[config.mk]
export PLATFORM = sky130hd
export DESIGN_NAME = wb_config_loader
export DESIGN_NICKNAME = d
export VERILOG_FILES = /design/src/rtl/wb_config_loader.sv
export SDC_FILE = /design/constraint.sdc
export NUM_CORES = 1
export LEC_CHECK = 0
export ABC_AREA = 1
export CAP_MARGIN = 10
export CORE_MARGIN = 8
export CORE_UTILIZATION = 48
export CTS_CLUSTER_SIZE = 40
export DETAILED_ROUTE_END_ITERATION = 10
export PLACE_DENSITY = 0.9
export SLEW_MARGIN = 20
export SYNTH_ARGS = -nofsm -noshare
export SYNTH_HDL_FRONTEND = slang
export SYNTH_SLANG_ARGS = --single-unit
[constraint.sdc]
create_clock -name wb_clk_i -period 4.15 [get_ports wb_clk_i]
set_input_delay 1.0375 -clock wb_clk_i [delete_from_list [all_inputs] [get_ports wb_clk_i]]
set_output_delay 1.0375 -clock wb_clk_i [all_outputs]
set_load 0.005 [all_outputs]
[src/rtl/wb_config_loader.sv]
// wb_config_loader: streams 32-bit words into Wishbone single writes per config region; WB_LOADER_TIMEOUT_EN adds an ack watchdog
module wb_config_loader #(
  parameter logic [31:0] BASE_ADDR      = 32'h3000_0000,
  parameter int          REGION_SHIFT   = 24,
  parameter int          NUM_REGIONS    = 2,
  parameter int          REGION_W       = 1,
  parameter int          CNT_W          = 16,
  parameter int          TIMEOUT_CYCLES = 255
) (
  input  logic                wb_clk_i,
  input  logic                wb_rst_i,
  input  logic                start_i,
  input  logic [REGION_W-1:0] region_i,
  input  logic [CNT_W-1:0]    num_words_i,
  input  logic [31:0]         s_data_i,
  input  logic                s_valid_i,
  output logic                s_ready_o,
  output logic                wbm_cyc_o,
  output logic                wbm_stb_o,
  output logic                wbm_we_o,
  output logic [3:0]          wbm_sel_o,
  output logic [31:0]         wbm_addr_o,
  output logic [31:0]         wbm_data_o,
  input  logic                wbm_ack_i,
  output logic                busy_o,
  output logic                done_o,
  output logic                err_o,
  output logic [CNT_W-1:0]    words_done_o
);
  typedef enum logic [1:0] {IDLE, FETCH, WRITE, DONE} state_t;
  state_t state_q, state_d;
  logic [REGION_W-1:0] region_q, region_d;
  logic [CNT_W-1:0] count_q, count_d, words_q, words_d, words_inc;
  logic [31:0] addr_q, addr_d, data_q, data_d;
  logic ready_q, ready_d, busy_q, busy_d, done_q, done_d, err_q, err_d, cyc_q, cyc_d;
  logic [3:0] sel_q, sel_d;
  logic timeout;
`ifdef WB_LOADER_TIMEOUT_EN
  localparam int TW = $clog2(TIMEOUT_CYCLES + 1);
  logic [TW-1:0] tmo_q, tmo_d;
  assign timeout = tmo_q == TW'(TIMEOUT_CYCLES - 1);
  assign tmo_d = (state_q == WRITE && !wbm_ack_i) ? tmo_q + TW'(1) : '0;
  always_ff @(posedge wb_clk_i) tmo_q <= wb_rst_i ? '0 : tmo_d;
`else
  logic unused_tmo;
  assign timeout = 1'b0;
  assign unused_tmo = |TIMEOUT_CYCLES;
`endif
  always_comb begin
    state_d = state_q;
    region_d = region_q;
    count_d = count_q;
    words_d = words_q;
    addr_d = addr_q;
    data_d = data_q;
    err_d = err_q;
    words_inc = words_q + CNT_W'(1);
    case (state_q)
      IDLE: if (start_i) begin
        if (32'(region_i) >= 32'(NUM_REGIONS)) err_d = 1'b1;
        else begin
          err_d = 1'b0;
          region_d = region_i;
          count_d = num_words_i;
          words_d = '0;
          state_d = (num_words_i == '0) ? DONE : FETCH;
        end
      end
      FETCH: if (s_valid_i && ready_q) begin
        data_d = s_data_i;
        addr_d = BASE_ADDR + (32'(region_q) << REGION_SHIFT) + (32'(words_q) << 2);
        state_d = WRITE;
      end
      WRITE: if (wbm_ack_i) begin
        words_d = words_inc;
        state_d = (words_inc == count_q) ? DONE : FETCH;
      end else if (timeout) begin
        err_d = 1'b1;
        state_d = IDLE;
      end
      default: state_d = IDLE;
    endcase
    ready_d = state_d == FETCH;
    cyc_d = state_d == WRITE;
    busy_d = state_d == FETCH || state_d == WRITE;
    sel_d = cyc_d ? 4'hF : 4'h0;
    done_d = state_q == DONE;
  end
  always_ff @(posedge wb_clk_i) begin
    if (wb_rst_i) begin
      state_q <= IDLE;
      region_q <= '0;
      count_q <= '0;
      words_q <= '0;
      addr_q <= '0;
      data_q <= '0;
      ready_q <= 1'b0;
      busy_q <= 1'b0;
      done_q <= 1'b0;
      err_q <= 1'b0;
      cyc_q <= 1'b0;
      sel_q <= '0;
    end else begin
      state_q <= state_d;
      region_q <= region_d;
      count_q <= count_d;
      words_q <= words_d;
      addr_q <= addr_d;
      data_q <= data_d;
      ready_q <= ready_d;
      busy_q <= busy_d;
      done_q <= done_d;
      err_q <= err_d;
      cyc_q <= cyc_d;
      sel_q <= sel_d;
    end
  end
  assign s_ready_o = ready_q;
  assign wbm_cyc_o = cyc_q;
  assign wbm_stb_o = cyc_q;
  assign wbm_we_o = cyc_q;
  assign wbm_sel_o = sel_q;
  assign wbm_addr_o = addr_q;
  assign wbm_data_o = data_q;
  assign busy_o = busy_q;
  assign done_o = done_q;
  assign err_o = err_q;
  assign words_done_o = words_q;
endmodule

* Word-level counts from Yosys, hierarchy flattened
Cells that the tools add are included. Widths: inputs -> output; s select.
Cells by class: add/subtract/negate cells 3, equal/unequal tests 8, muxes and demuxes 10, reduce and logical (&&, ||, !) cells 8
Operator list (number):
- $add 31x18->32 | 1
- $mux 16 | 2
- $pmux 16 s2 | 1
- $add 30x25->31 const A | 1
- $add 16x1->16 const B | 1
- $eq 16x16->1 | 1
- $logic_not 16->1 | 1
- $mux 2 | 5
- $eq 2x2->1 const B | 3
- $pmux 2 s3 | 1
- $eq 2x1->1 const B | 2
- $mux 4 | 1
- $ne 2x2->1 const B | 2
- $reduce_and 2->1 | 2
- $reduce_and 3->1 | 1
- $logic_not 2->1 | 1
- $reduce_bool 2->1 | 1
- $logic_and 1x1->1 | 1
- $logic_or 1x1->1 | 1
Storage, ports and cells: register bits after elaboration 107, bits of input ports 54

* Depth between registers and ports, before layout
Gate-level depths: netlist of run 1.
depth in word-level cells 7, depth in mapped cells 20, depth with buffers taken out 20

* Least setup slack after synthesis of run 1
OpenSTA, ideal clock, no wires.
path type in2reg, start point in start_i, end point reg busy_q, in the netlist busy_o, library setup time 64 ps, arrival 2143 ps, data required time 4086 ps, slack 1943 ps, stages on the path 7, buffers on the path 0, cells stage by stage nand2_1 -> clkinv_1 -> nor2_2 -> a21oi_1 -> inv_1 -> ha_1 -> nor2_1
Between the ends: cells in the longest elaborated chain, start to end 4
Ends and longest elaborated chain:
- from (decl) | RTL line 12 | input logic start_i,
- $mux 2 * | RTL line 59 | IDLE: if (start_i) begin
- $pmux 2 s3 * | RTL line 58 | case (state_q)
- via state_d[0] | RTL line 31 | state_t state_q, state_d;
- $eq 2x1->1 / $eq 2x2->1 (equally long branches) | RTL line 85 | busy_d = state_d == FETCH || state_d == WRITE;
- $logic_or 1x1->1 * | RTL line 85
- to (signal assigned) | RTL line 111 | busy_q <= busy_d;
- to (decl) | RTL line 35 | logic ready_q, ready_d, busy_q, busy_d, done_q, done_d, err_q, err_d, cyc_q, cyc_d;
The timed path passes the listed nets; every way through them passes the cells marked *. A chain may end at the register's enable or synchronous reset.

* Final worst setup path of run 1
start point reg words_q[0], in the netlist words_done_o[0], end point reg busy_q, in the netlist busy_o
Between the ends: cells in the longest elaborated chain, start to end 7
Ends and longest elaborated chain:
- from (decl) | RTL line 33 | logic [CNT_W-1:0] count_q, count_d, words_q, words_d, words_inc;
- from (signal assigned) | RTL line 107 | words_q <= words_d;
- $add 16x1->16 * | RTL line 57 | words_inc = words_q + CNT_W'(1);
- $eq 16x16->1 * | RTL line 76 | state_d = (words_inc == count_q) ? DONE : FETCH;
- $mux 2 * | RTL line 76
- $mux 2 * | RTL line 74 | WRITE: if (wbm_ack_i) begin
- $pmux 2 s3 * | RTL line 58
- via state_d[1] | RTL line 31
- $eq 2x1->1 / $eq 2x2->1 (equally long branches) | RTL line 85
- $logic_or 1x1->1 * | RTL line 85
Marks and branches as above.

==> metrics.log, run 1 <==
INFO  metric final_cell_mix = sky130_fd_sc_hd__clkdlybuf4s50_1, sky130_fd_sc_hd__nor2_1, sky130_fd_sc_hd__nand2_1, sky130_fd_sc_hd__dfxtp_1, sky130_fd_sc_hd__o21ai_0
INFO  metric numClockSinks = 89
INFO  metric die_h = 107 um
INFO  metric dp.final_hpwl = 8820 um
INFO  metric floorplan.core_area = between 8000 and 9000 um2
INFO  metric setup_total_negative_slack = 0 ns
INFO  metric hold_depth = 2
INFO  metric fmax = around 0.38 GHz
INFO  metric power-per-cell-area = about 330 nW/um2
INFO  metric switchingPower = between 0.0004 and 0.0005 W
INFO  metric worst_setup_path_end_kind = flop
INFO  metric insertedDiodeCount = 0
INFO  metric power.leakage = roughly 2.2 nW
INFO  metric number_of_buffers_created_by_cts = 9
INFO  metric timing.hold.worst.class = reg -> reg
INFO  metric tritoncts = yes
INFO  metric holdWs = just under 0.5 ns
INFO  metric syn2layout_area_growth = 38.0%
INFO  metric final-setup-viol-count = 0
INFO  metric detail_route.iter0.violations = between 200 and 250
INFO  metric synthesis.yosys.warnings = 0
INFO  metric setup.worst_path.start_class = flop
INFO  metric global_route_congestion_overflow_total = 0
INFO  metric initial_utilization = 0.490
INFO  metric post-route-drc-count = 0
INFO  metric dr.pass1.iters = 5
INFO  metric setup.worst_path.class = reg -> reg
INFO  metric data_arrival_time_of_the_critical_path = just under 3 ns
INFO  metric routed_wire_length = 11900 um
INFO  metric synth_cell_types = 29
INFO  metric detail_route.vias_per_cell = 5.16
INFO  metric cts.htree.levels = 3
INFO  metric critical_path_peak_fanout = 8
INFO  metric unrepaired_setup_endpoints_after_global_routing = no
INFO  metric cts_root_buffer = sky130_fd_sc_hd__clkbuf_8
INFO  metric cts-hold-fix-buffers = 0
INFO  metric worst_ir_drop_vdd = 0.281 mV
INFO  metric floorplan.die_area = ~12000 um2
INFO  metric number_of_buffers_added_on_ports = 130
INFO  metric synth.ff_latch_count = 89
INFO  metric drv_cap = 0
INFO  metric synthesis.area = roughly 4000 um2
INFO  metric layout-drive-gt1-share = 0.0587
INFO  metric grt_max_degree = 63
INFO  metric cell_internal_pwr = between 0.001 and 0.0015 W
INFO  metric p_clk_frac = 0.389
INFO  metric layout_commonest_cell = sky130_fd_sc_hd__clkdlybuf4s50_1
INFO  metric synth_seq_area_share = 0.445
INFO  metric post-route-period-util = 0.637
INFO  metric synth_area_per_cell = ~7.1 um2
INFO  metric netlist_instances = about 560
INFO  metric routed-via-count = 4064
INFO  metric worst-slew-pin-transition = approximately 0.55 ns
INFO  metric finalMaxSlewViolations = 0
INFO  metric run_status = complete, no violations
INFO  metric comb_power_share = 0.120
INFO  metric hold_violations = 0
INFO  metric clock-skew-final = ~0.0076 ns
INFO  metric antenna_violating_nets_post_route = 0
INFO  metric p_sw_frac = 0.238
INFO  metric cp_data_required_time = ~4.4 ns
INFO  metric post_cts.repair.setup_buffers = 0
INFO  metric clock_latency = 0.35 ns
INFO  metric place.gp.congestion = 0.901
INFO  metric grt_antenna_before_repair = 0
INFO  metric final.min_clock_period = 2.64 ns
INFO  metric die_x = between 100 and 150 um
INFO  metric grt_pass1_wl = 19100 um
INFO  metric placement_rows = 33
INFO  metric relSlewSlack = 0.632
INFO  metric floorplan.io_pins = 145
INFO  metric clock_path_buffers = 2
INFO  metric post_cts_resized = 0
INFO  metric final_net_count = roughly 730
INFO  metric drt-wirelength-per-cell = around 15 um
INFO  metric grtUsageTotal = 0.204
INFO  metric cts.reportedPaths.clkPinSlew = approximately 0.09 ns
INFO  metric p_seq_frac = 0.491
INFO  metric first_global_vias = approximately 4100
INFO  metric reg2regPathDepth = 17
## worst paths after layout
check	from	end	slack, ns
max	words_done_o[0]$_SDFFE_PP0P_	busy_o$_SDFF_PP0_	1.51
min	count_q[7]$_SDFFE_PP0P_	count_q[7]$_SDFFE_PP0P_	0.49
max reg2reg	words_done_o[0]$_SDFFE_PP0P_	busy_o$_SDFF_PP0_	1.51
min reg2reg	count_q[7]$_SDFFE_PP0P_	count_q[7]$_SDFFE_PP0P_	0.49
## cells by family after synthesis
kind of cell / count (synthesis) / share of synthesized area
AND/OR/NAND/NOR: 275 / 0.293
other: 1 / 0.000936
buffers and inverters: 84 / 0.0996
XOR/XNOR: 6 / 0.0203
flip-flops: 89 / 0.445
AO/OA/AOI/OAI: 105 / 0.133
adder cells (fa/ha/maj): 3 / 0.00937
## critical path: stages, from the launching register on
cell	delay [ns]
sky130_fd_sc_hd__dfxtp_1	0.55
sky130_fd_sc_hd__ha_1	0.27
sky130_fd_sc_hd__nand3_1	0.16
sky130_fd_sc_hd__nor2_1	0.28
sky130_fd_sc_hd__nand2_1	0.11
sky130_fd_sc_hd__nand2_1	0.11
sky130_fd_sc_hd__nor2_1	0.05
sky130_fd_sc_hd__nor2_1	0.13
sky130_fd_sc_hd__nand3_1	0.10
sky130_fd_sc_hd__nor2_1	0.10
sky130_fd_sc_hd__nand2_1	0.07
sky130_fd_sc_hd__nand2_1	0.06
sky130_fd_sc_hd__nand2_1	0.06
sky130_fd_sc_hd__nand2_1	0.08
sky130_fd_sc_hd__nand2_2	0.07
sky130_fd_sc_hd__inv_1	0.06
sky130_fd_sc_hd__ha_1	0.21
sky130_fd_sc_hd__nor2_1	0.10
## power by group through the flow
stage / logic [W] / registers, W / clock network, W
2_1_floorplan: 0.000107 / 0.000926 / 0
3_3_place_gp: 0.000212 / 0.000927 / 0
3_5_place_dp: 0.000219 / 0.000929 / 0
4_1_cts: 0.000221 / 0.000909 / 0.000731
5_1_grt: 0.000245 / 0.000913 / 0.000767
6_report: 0.000221 / 0.000910 / 0.000721
## metrics by stage
step                area [um2]  power [W]  utilization  setup WS [ns]  std cells
detailed placement        5280    0.00115        0.646           1.23        771
floorplan                 4060    0.00103            -           1.94        576
global placement          5280    0.00114        0.646           1.25        771
CTS                       5530    0.00186        0.677           1.55        787
finish                    5530    0.00185        0.677           1.51        787
global route              5530    0.00192        0.677           1.21        787
## sequential cells by signal, indices dropped and copies added (netlist names)
signal and count:
wbm_addr_o 18, words_done_o 16, busy_o 1, region_q 1
wbm_sel_o 1, state_q 2, s_ready_o 1, count_q 16
done_o 1, wbm_data_o 32
## cells in the mapped netlist
| master | count | share of area |
|---|---|---|
| sky130_fd_sc_hd__a211oi_1 | 1 | 0.0019 |
| sky130_fd_sc_hd__a21oi_1 | 36 | 0.045 |
| sky130_fd_sc_hd__buf_1 | 1 | 0.00094 |
| sky130_fd_sc_hd__buf_2 | 4 | 0.0050 |
| sky130_fd_sc_hd__buf_4 | 21 | 0.039 |
| sky130_fd_sc_hd__clkbuf_1 | 20 | 0.019 |
| sky130_fd_sc_hd__clkinv_1 | 2 | 0.0019 |
| sky130_fd_sc_hd__conb_1 | 1 | 0.00094 |
| sky130_fd_sc_hd__dfxtp_1 | 89 | 0.44 |
| sky130_fd_sc_hd__ha_1 | 3 | 0.0094 |
| sky130_fd_sc_hd__inv_1 | 36 | 0.034 |
| sky130_fd_sc_hd__nand2_1 | 97 | 0.091 |
| sky130_fd_sc_hd__nand2_2 | 5 | 0.0078 |
| sky130_fd_sc_hd__nand3_1 | 31 | 0.039 |
| sky130_fd_sc_hd__nand3_2 | 1 | 0.0025 |
| sky130_fd_sc_hd__nand3b_1 | 3 | 0.0056 |
| sky130_fd_sc_hd__nand4_1 | 7 | 0.011 |
| sky130_fd_sc_hd__nor2_1 | 117 | 0.11 |
| sky130_fd_sc_hd__nor2_2 | 6 | 0.0094 |
| sky130_fd_sc_hd__nor2_4 | 3 | 0.0084 |
| sky130_fd_sc_hd__nor3_2 | 1 | 0.0025 |
| sky130_fd_sc_hd__nor4_1 | 3 | 0.0047 |
| sky130_fd_sc_hd__o21ai_0 | 67 | 0.084 |
| sky130_fd_sc_hd__o21ai_2 | 1 | 0.0022 |
| sky130_fd_sc_hd__or2_2 | 1 | 0.0016 |
| sky130_fd_sc_hd__xnor2_1 | 2 | 0.0044 |
| sky130_fd_sc_hd__xnor3_1 | 1 | 0.0056 |
| sky130_fd_sc_hd__xor2_1 | 2 | 0.0044 |
| sky130_fd_sc_hd__xor3_1 | 1 | 0.0059 |
## layout make-up
| class | count | area (um2) |
|---|---|---|
| clock buffer | 9 | 124 |
| clock inverter | 7 | 124 |
| fill | 683 | 2640 |
| inverter | 38 | 143 |
| multi-input combinational | 403 | 1880 |
| sequential | 89 | 1780 |
| tap | 105 | 131 |
| timing repair buffer | 136 | 1350 |
## layer usage
metal | vias up | part of all wire | global-route usage
met5 | - | 0 | 0
met4 | 0 | 0.027 | 0.0981
met3 | 27 | 0.13 | 0.0874
met2 | 204 | 0.46 | 0.334
met1 | 1830 | 0.38 | 0.223
li1 | 2003 | - | -
(Power assumes the default switching activity.)
==> run 2: changes to the inputs <==
--- a/config.mk
+++ b/config.mk
@@ -8,10 +8,10 @@
 export ABC_AREA = 1
 export CAP_MARGIN = 10
 export CORE_MARGIN = 8
-export CORE_UTILIZATION = 48
+export CORE_UTILIZATION = 45
 export CTS_CLUSTER_SIZE = 40
 export DETAILED_ROUTE_END_ITERATION = 10
-export PLACE_DENSITY = 0.9
+export PLACE_DENSITY = 0.86
 export SLEW_MARGIN = 20
 export SYNTH_ARGS = -nofsm -noshare
 export SYNTH_HDL_FRONTEND = slang
==> constraint.sdc (replaced) <==
create_clock -name wb_clk_i -period 2.45 [get_ports wb_clk_i]
set_input_delay 0.6125 -clock wb_clk_i [delete_from_list [all_inputs] [get_ports wb_clk_i]]
set_output_delay 0.6125 -clock wb_clk_i [all_outputs]
set_load 0.005 [all_outputs]
==> metrics.log, run 2 (synthesis results as in run 1) <==
INFO  metric grt_pass1_wl = between 20000 and 25000 um
INFO  metric layout_commonest_cell = sky130_fd_sc_hd__clkdlybuf4s50_1
INFO  metric data_arrival_time_of_the_critical_path = between 2 and 3 ns
INFO  metric dr.pass1.iters = 6
INFO  metric post-route-drc-count = 0
INFO  metric cp_cell_sequence = nand2_1 -> nor2_2 -> nand2_2 -> nor2_2 -> xnor3_1 -> nand2_1 -> nor2_1 -> nand2_1 -> nand2_1 -> nand2_1 -> nand2_1 -> nand2_2 -> inv_1 -> ha_1 -> nor2_1
INFO  metric grt_max_degree = 68
INFO  metric fillerInstances = 779
INFO  metric tritoncts = yes
INFO  metric final_util = 0.650
INFO  metric clock_path_buffers = 2
INFO  metric cts_root_buffer = sky130_fd_sc_hd__clkbuf_8
INFO  metric power.leakage = around 2.3 nW
INFO  metric global_route_congestion_overflow_total = 0
INFO  metric postLayoutSetupSlackWorst = 0.195 ns
INFO  metric cp_data_required_time = ~2.8 ns
INFO  metric worst_path_most_repeated_cell = sky130_fd_sc_hd__nand2_1
INFO  metric post_placement_worst_setup_slack = 0.0762 ns
INFO  metric post-layout-total-power = around 0.0030 W
INFO  metric final.min_clock_period = ~2.3 ns
INFO  metric routed_wire_length = about 13000 um
INFO  metric cp.buffers_inverters = 1
INFO  metric final_net_count = between 700 and 800
INFO  metric first_global_vias = roughly 4200
INFO  metric clock_latency = ~0.36 ns
INFO  metric numClockSinks = 89
INFO  metric finalMaxSlewViolations = 0
INFO  metric number_of_buffers_created_by_cts = 9
INFO  metric syn2layout_area_growth = 40.7%
INFO  metric number_of_buffers_added_on_ports = between 100 and 150
INFO  metric dp.final_hpwl = about 9400 um
INFO  metric hold_violations = 0
INFO  metric die_h = ~110 um
INFO  metric crit_slowest_cell = sky130_fd_sc_hd__dfxtp_1
INFO  metric floorplan.core_area = a little under 9000 um2
INFO  metric initial_utilization = 0.462
INFO  metric floorplan.die_area = 12200 um2
INFO  metric power-per-cell-area = between 500 and 600 nW/um2
INFO  metric drt-wirelength-per-cell = around 16 um
INFO  metric fmax = between 0.4 and 0.5 GHz
INFO  metric number_of_flip_flops_in_the_largest_register = 32
INFO  metric drv_cap = 0
INFO  metric worst_path_largest_cell_delay = around 0.48 ns
INFO  metric die_x = about 110 um
INFO  metric floorplan.io_pins = ~150
INFO  metric grtUsageTotal = 0.208
INFO  metric final-setup-viol-count = 0
INFO  metric detail_route.iter0.violations = approximately 250
INFO  metric detail_route.vias_per_cell = a little over 5
INFO  metric post-route-period-util = 0.921
INFO  metric antenna_violating_nets_post_route = 0
INFO  metric setup.worst_path.start_class = flop
INFO  metric worst_ir_drop_vdd = ~0.44 mV
INFO  metric setup_total_negative_slack = 0 ns
INFO  metric run_status = complete, no violations
INFO  metric placement_rows = 34
INFO  metric routed-via-count = 4057
INFO  metric timing.hold.worst.class = reg -> reg
INFO  metric cts.reportedPaths.clkPinSlew = 0.09 ns
INFO  metric critPathTopFamily = simple AND/OR/NAND/NOR gates
INFO  metric worst_setup_path_end_kind = flop
INFO  metric clock-skew-final = ~0.01 ns
INFO  metric grt_antenna_before_repair = 0
INFO  metric cts.htree.levels = 3
INFO  metric critical_path_peak_fanout = 6
INFO  metric final_cell_mix = sky130_fd_sc_hd__clkdlybuf4s50_1, sky130_fd_sc_hd__nor2_1, sky130_fd_sc_hd__nand2_1, sky130_fd_sc_hd__dfxtp_1, sky130_fd_sc_hd__o21ai_0
INFO  metric place.gp.congestion = ~0.9
INFO  metric setup.worst_path.class = reg -> reg
INFO  metric layout-drive-gt1-share = 0.0909
INFO  metric insertedDiodeCount = 0
-- run 2: final cells by class --
class	instances	area (um2)	area share
Clock inverter	5	61.3	0.0109
Sequential cell	89	1790	0.317
Tap cell	108	135	0.0240
Inverter	38	143	0.0253
Clock buffer	11	151	0.0268
Timing Repair Buffer	147	1450	0.257
Multi-Input combinational cell	403	1910	0.339
-- run 2: worst paths after layout --
check,slack (ns),to,cells past startpoint,from
min reg2reg,0.48,count_q[15]$_SDFFE_PP0P_,2,count_q[15]$_SDFFE_PP0P_
max reg2reg,0.19,busy_o$_SDFF_PP0_,15,words_done_o[6]$_SDFFE_PP0P_
max,0.19,busy_o$_SDFF_PP0_,15,words_done_o[6]$_SDFFE_PP0P_
min,0.48,count_q[15]$_SDFFE_PP0P_,2,count_q[15]$_SDFFE_PP0P_
-- run 2: metrics by stage --
stage,cells,area [um2],hold WS [ns]
finish,801,5640,0.484
global route,801,5640,0.506
CTS,800,5590,0.487
detailed placement,784,5380,0.474
global placement,784,5380,0.453
floorplan,576,4060,0.444
-- run 2: layer usage --
layer,global-route usage,share of wire
met1,0.226,0.39
met2,0.344,0.46
met3,0.0953,0.12
met4,0.0904,0.022
met5,0,0
-- run 2: what timing repair did --
| item | 4_1_cts | 5_1_grt |
|---|---|---|
| setup buffers | 0 | 1 |
| setup endpoints to repair | 0 | 3 |
| gates resized for setup | 0 | 17 |
| endpoints found under the hold margin | 0 | 0 |
| hold buffers | 0 | 0 |
-- run 2: report_power, final --
part           switching [W]  internal [W]  total (W)
logic               0.000180      0.000204   0.000385
registers          0.0000345       0.00151    0.00154
clock network       0.000540      0.000535    0.00107
total               0.000755       0.00224    0.00300
-- run 2: tightest hold or removal path, delay by kind of cell (launching register included) --
family | cells | cell delay [ns]
flops | 1 | 0.32
buf+inv | 1 | 0.07
compound gates | 1 | 0.06
==> run 3: changes to the inputs <==
--- a/config.mk
+++ b/config.mk
@@ -11,7 +11,7 @@
 export CORE_UTILIZATION = 45
 export CTS_CLUSTER_SIZE = 40
 export DETAILED_ROUTE_END_ITERATION = 10
-export PLACE_DENSITY = 0.86
+export PLACE_DENSITY = 0.8
 export SLEW_MARGIN = 20
 export SYNTH_ARGS = -nofsm -noshare
 export SYNTH_HDL_FRONTEND = slang
==> metrics.log, run 3 (synthesis results as in run 1) <==
INFO  metric tritoncts = yes
INFO  metric detail_route.vias_per_cell = about 5
INFO  metric postLayoutSetupSlackWorst = around 0.22 ns
INFO  metric clock-skew-final = roughly 0.015 ns
INFO  metric fmax = about 0.45 GHz
INFO  metric timing.hold.worst.class = reg -> reg
INFO  metric worst_path_most_repeated_cell = sky130_fd_sc_hd__nand2_1
INFO  metric insertedDiodeCount = 0
INFO  metric global_route_congestion_overflow_total = 0
INFO  metric initial_utilization = 0.462
INFO  metric critical_path_peak_fanout = 6
INFO  metric die_x = roughly 110 um
INFO  metric post-layout-total-power = ~0.0029 W
INFO  metric layout-drive-gt1-share = 0.0821
INFO  metric cp_data_required_time = between 2 and 3 ns
INFO  metric floorplan.core_area = slightly below 9000 um2
INFO  metric hold_violations = 0
INFO  metric die_h = 110 um
INFO  metric grtUsageTotal = 0.196
INFO  metric grt_pass1_wl = approximately 19000 um
INFO  metric final_cells = between 800 and 900
INFO  metric clock_path_buffers = 2
INFO  metric floorplan.io_pins = approximately 150
INFO  metric place.gp.congestion = between 0.9 and 1
INFO  metric first_global_vias = 3986
INFO  metric finalMaxSlewViolations = 0
INFO  metric post-route-period-util = 0.911
INFO  metric routed-via-count = 4096
INFO  metric drv_cap = 0
INFO  metric worst_path_largest_cell_delay = around 0.34 ns
INFO  metric grt_antenna_before_repair = 0
INFO  metric drt-wirelength-per-cell = around 15 um
INFO  metric placement_rows = 34
INFO  metric dpl.cell_count = roughly 790
INFO  metric number_of_flip_flops_in_the_largest_register = 32
INFO  metric holdWs = about 0.48 ns
INFO  metric power.leakage = 2.27 nW
INFO  metric run_status = complete, no violations
INFO  metric floorplan.die_area = ~12000 um2
INFO  metric routed_wire_length = between 10000 and 15000 um
INFO  metric syn2layout_area_growth = 39.3%
INFO  metric number_of_buffers_added_on_ports = between 100 and 150
INFO  metric cts_root_buffer = sky130_fd_sc_hd__clkbuf_8
INFO  metric grt_max_degree = between 40 and 50
INFO  metric clock_latency = ~0.35 ns
INFO  metric post-route-drc-count = 0
INFO  metric setup.worst_path.start_class = flop
INFO  metric dp.final_hpwl = between 9000 and 10000 um
INFO  metric detail_route.iter0.violations = between 150 and 200
INFO  metric antenna_violating_nets_post_route = 0
INFO  metric post_placement_worst_setup_slack = around 0.035 ns
INFO  metric cts.htree.levels = 3
INFO  metric worst_ir_drop_vdd = 0.372 mV
INFO  metric critPathTopFamily = simple AND/OR/NAND/NOR gates
INFO  metric final.min_clock_period = ~2.2 ns
INFO  metric worst_setup_path_end_kind = flop
INFO  metric final-setup-viol-count = 0
INFO  metric dr.pass1.iters = 5
INFO  metric cp.buffers_inverters = 2
INFO  metric cts.reportedPaths.clkPinSlew = approximately 0.09 ns
INFO  metric data_arrival_time_of_the_critical_path = around 2.5 ns
INFO  metric setup.worst_path.class = reg -> reg
INFO  metric layout_commonest_cell = sky130_fd_sc_hd__clkdlybuf4s50_1
INFO  metric power-per-cell-area = approximately 510 nW/um2
INFO  metric setup_total_negative_slack = 0 ns
INFO  metric cp_cell_sequence = ha_2 -> nand2_2 -> nor2_4 -> buf_4 -> nand4_1 -> nand2_1 -> nand2_1 -> nand2_1 -> nor2_1 -> nand2_1 -> nor2_2 -> nand2_1 -> nand2_1 -> nand2_1 -> nand2_1 -> nand2_2 -> inv_1 -> ha_1 -> nor2_1
INFO  metric crit_slowest_cell = sky130_fd_sc_hd__dfxtp_1
INFO  metric numClockSinks = just under 90
INFO  metric final_net_count = approximately 750
INFO  metric final_cell_mix = sky130_fd_sc_hd__clkdlybuf4s50_1, sky130_fd_sc_hd__nor2_1, sky130_fd_sc_hd__nand2_1, sky130_fd_sc_hd__dfxtp_1, sky130_fd_sc_hd__o21ai_0
INFO  metric number_of_buffers_created_by_cts = 9
==> run 3: cell types whose count changed in the layout (fill, tap and decap cells not counted), sizes merged <==
cell and change:
inv -1, clkinvlp +1, bufinv -1, clkinv +1, buf +1
==> run 3: stage by stage <==
step	instance area (um2)	util
after detailed placement	5370	0.619
after global placement	5370	0.619
final	5580	0.643
after CTS	5560	0.641
after global routing	5580	0.643
after floorplan	4060	-
==> run 3: path summary, 6_finish.rpt <==
check | start | endpoint | slack, ns | cells past startpoint
max | words_done_o[1]$_SDFFE_PP0P_ | busy_o$_SDFF_PP0_ | 0.22 | 19
min | count_q[7]$_SDFFE_PP0P_ | count_q[7]$_SDFFE_PP0P_ | 0.48 | 2
max reg2reg | words_done_o[1]$_SDFFE_PP0P_ | busy_o$_SDFF_PP0_ | 0.22 | 19
min reg2reg | count_q[7]$_SDFFE_PP0P_ | count_q[7]$_SDFFE_PP0P_ | 0.48 | 2
==> run 3: timing repair <==
action / in CTS / in global routing
hold buffers: 0 / 0
buffers inserted: 0 / 1
setup endpoints to repair: 0 / 3
gates resized for setup: 0 / 7
==> run 3: final cells by class <==
class                           instances  area, um2
Fill cell                             757       3100
Multi-Input combinational cell        403       1890
Sequential cell                        89       1790
Timing Repair Buffer                  148       1440
Clock buffer                           11        151
Inverter                               38        143
Tap cell                              108        135
Clock inverter                          5       38.8
==> run 3: where the power goes <==
part | leakage [nW] | internal (W) | switching [W] | total, W
clock | 0.0959 | 0.000430 | 0.000528 | 0.000958
combinational | 1.45 | 0.000202 | 0.000175 | 0.000377
sequential | 0.725 | 0.00151 | 0.0000332 | 0.00154
total | 2.27 | 0.00214 | 0.000736 | 0.00287
==> run 3: per-layer routing <==
layer / share of wire / wire length [um] / up-vias / global-route usage
met4: 0.021 / 251 / 0 / 0.0752
met5: 0 / 0 / - / 0
met1: 0.37 / 4460 / 1853 / 0.210
met3: 0.14 / 1630 / 32 / 0.0913
li1: - / - / 2033 / -
met2: 0.47 / 5620 / 178 / 0.330
==> run 3: worst min-delay path: stages, from the launching register on <==
cell and delay, ns:
sky130_fd_sc_hd__dfxtp_1 0.31, sky130_fd_sc_hd__inv_1 0.06, sky130_fd_sc_hd__a21oi_1 0.06
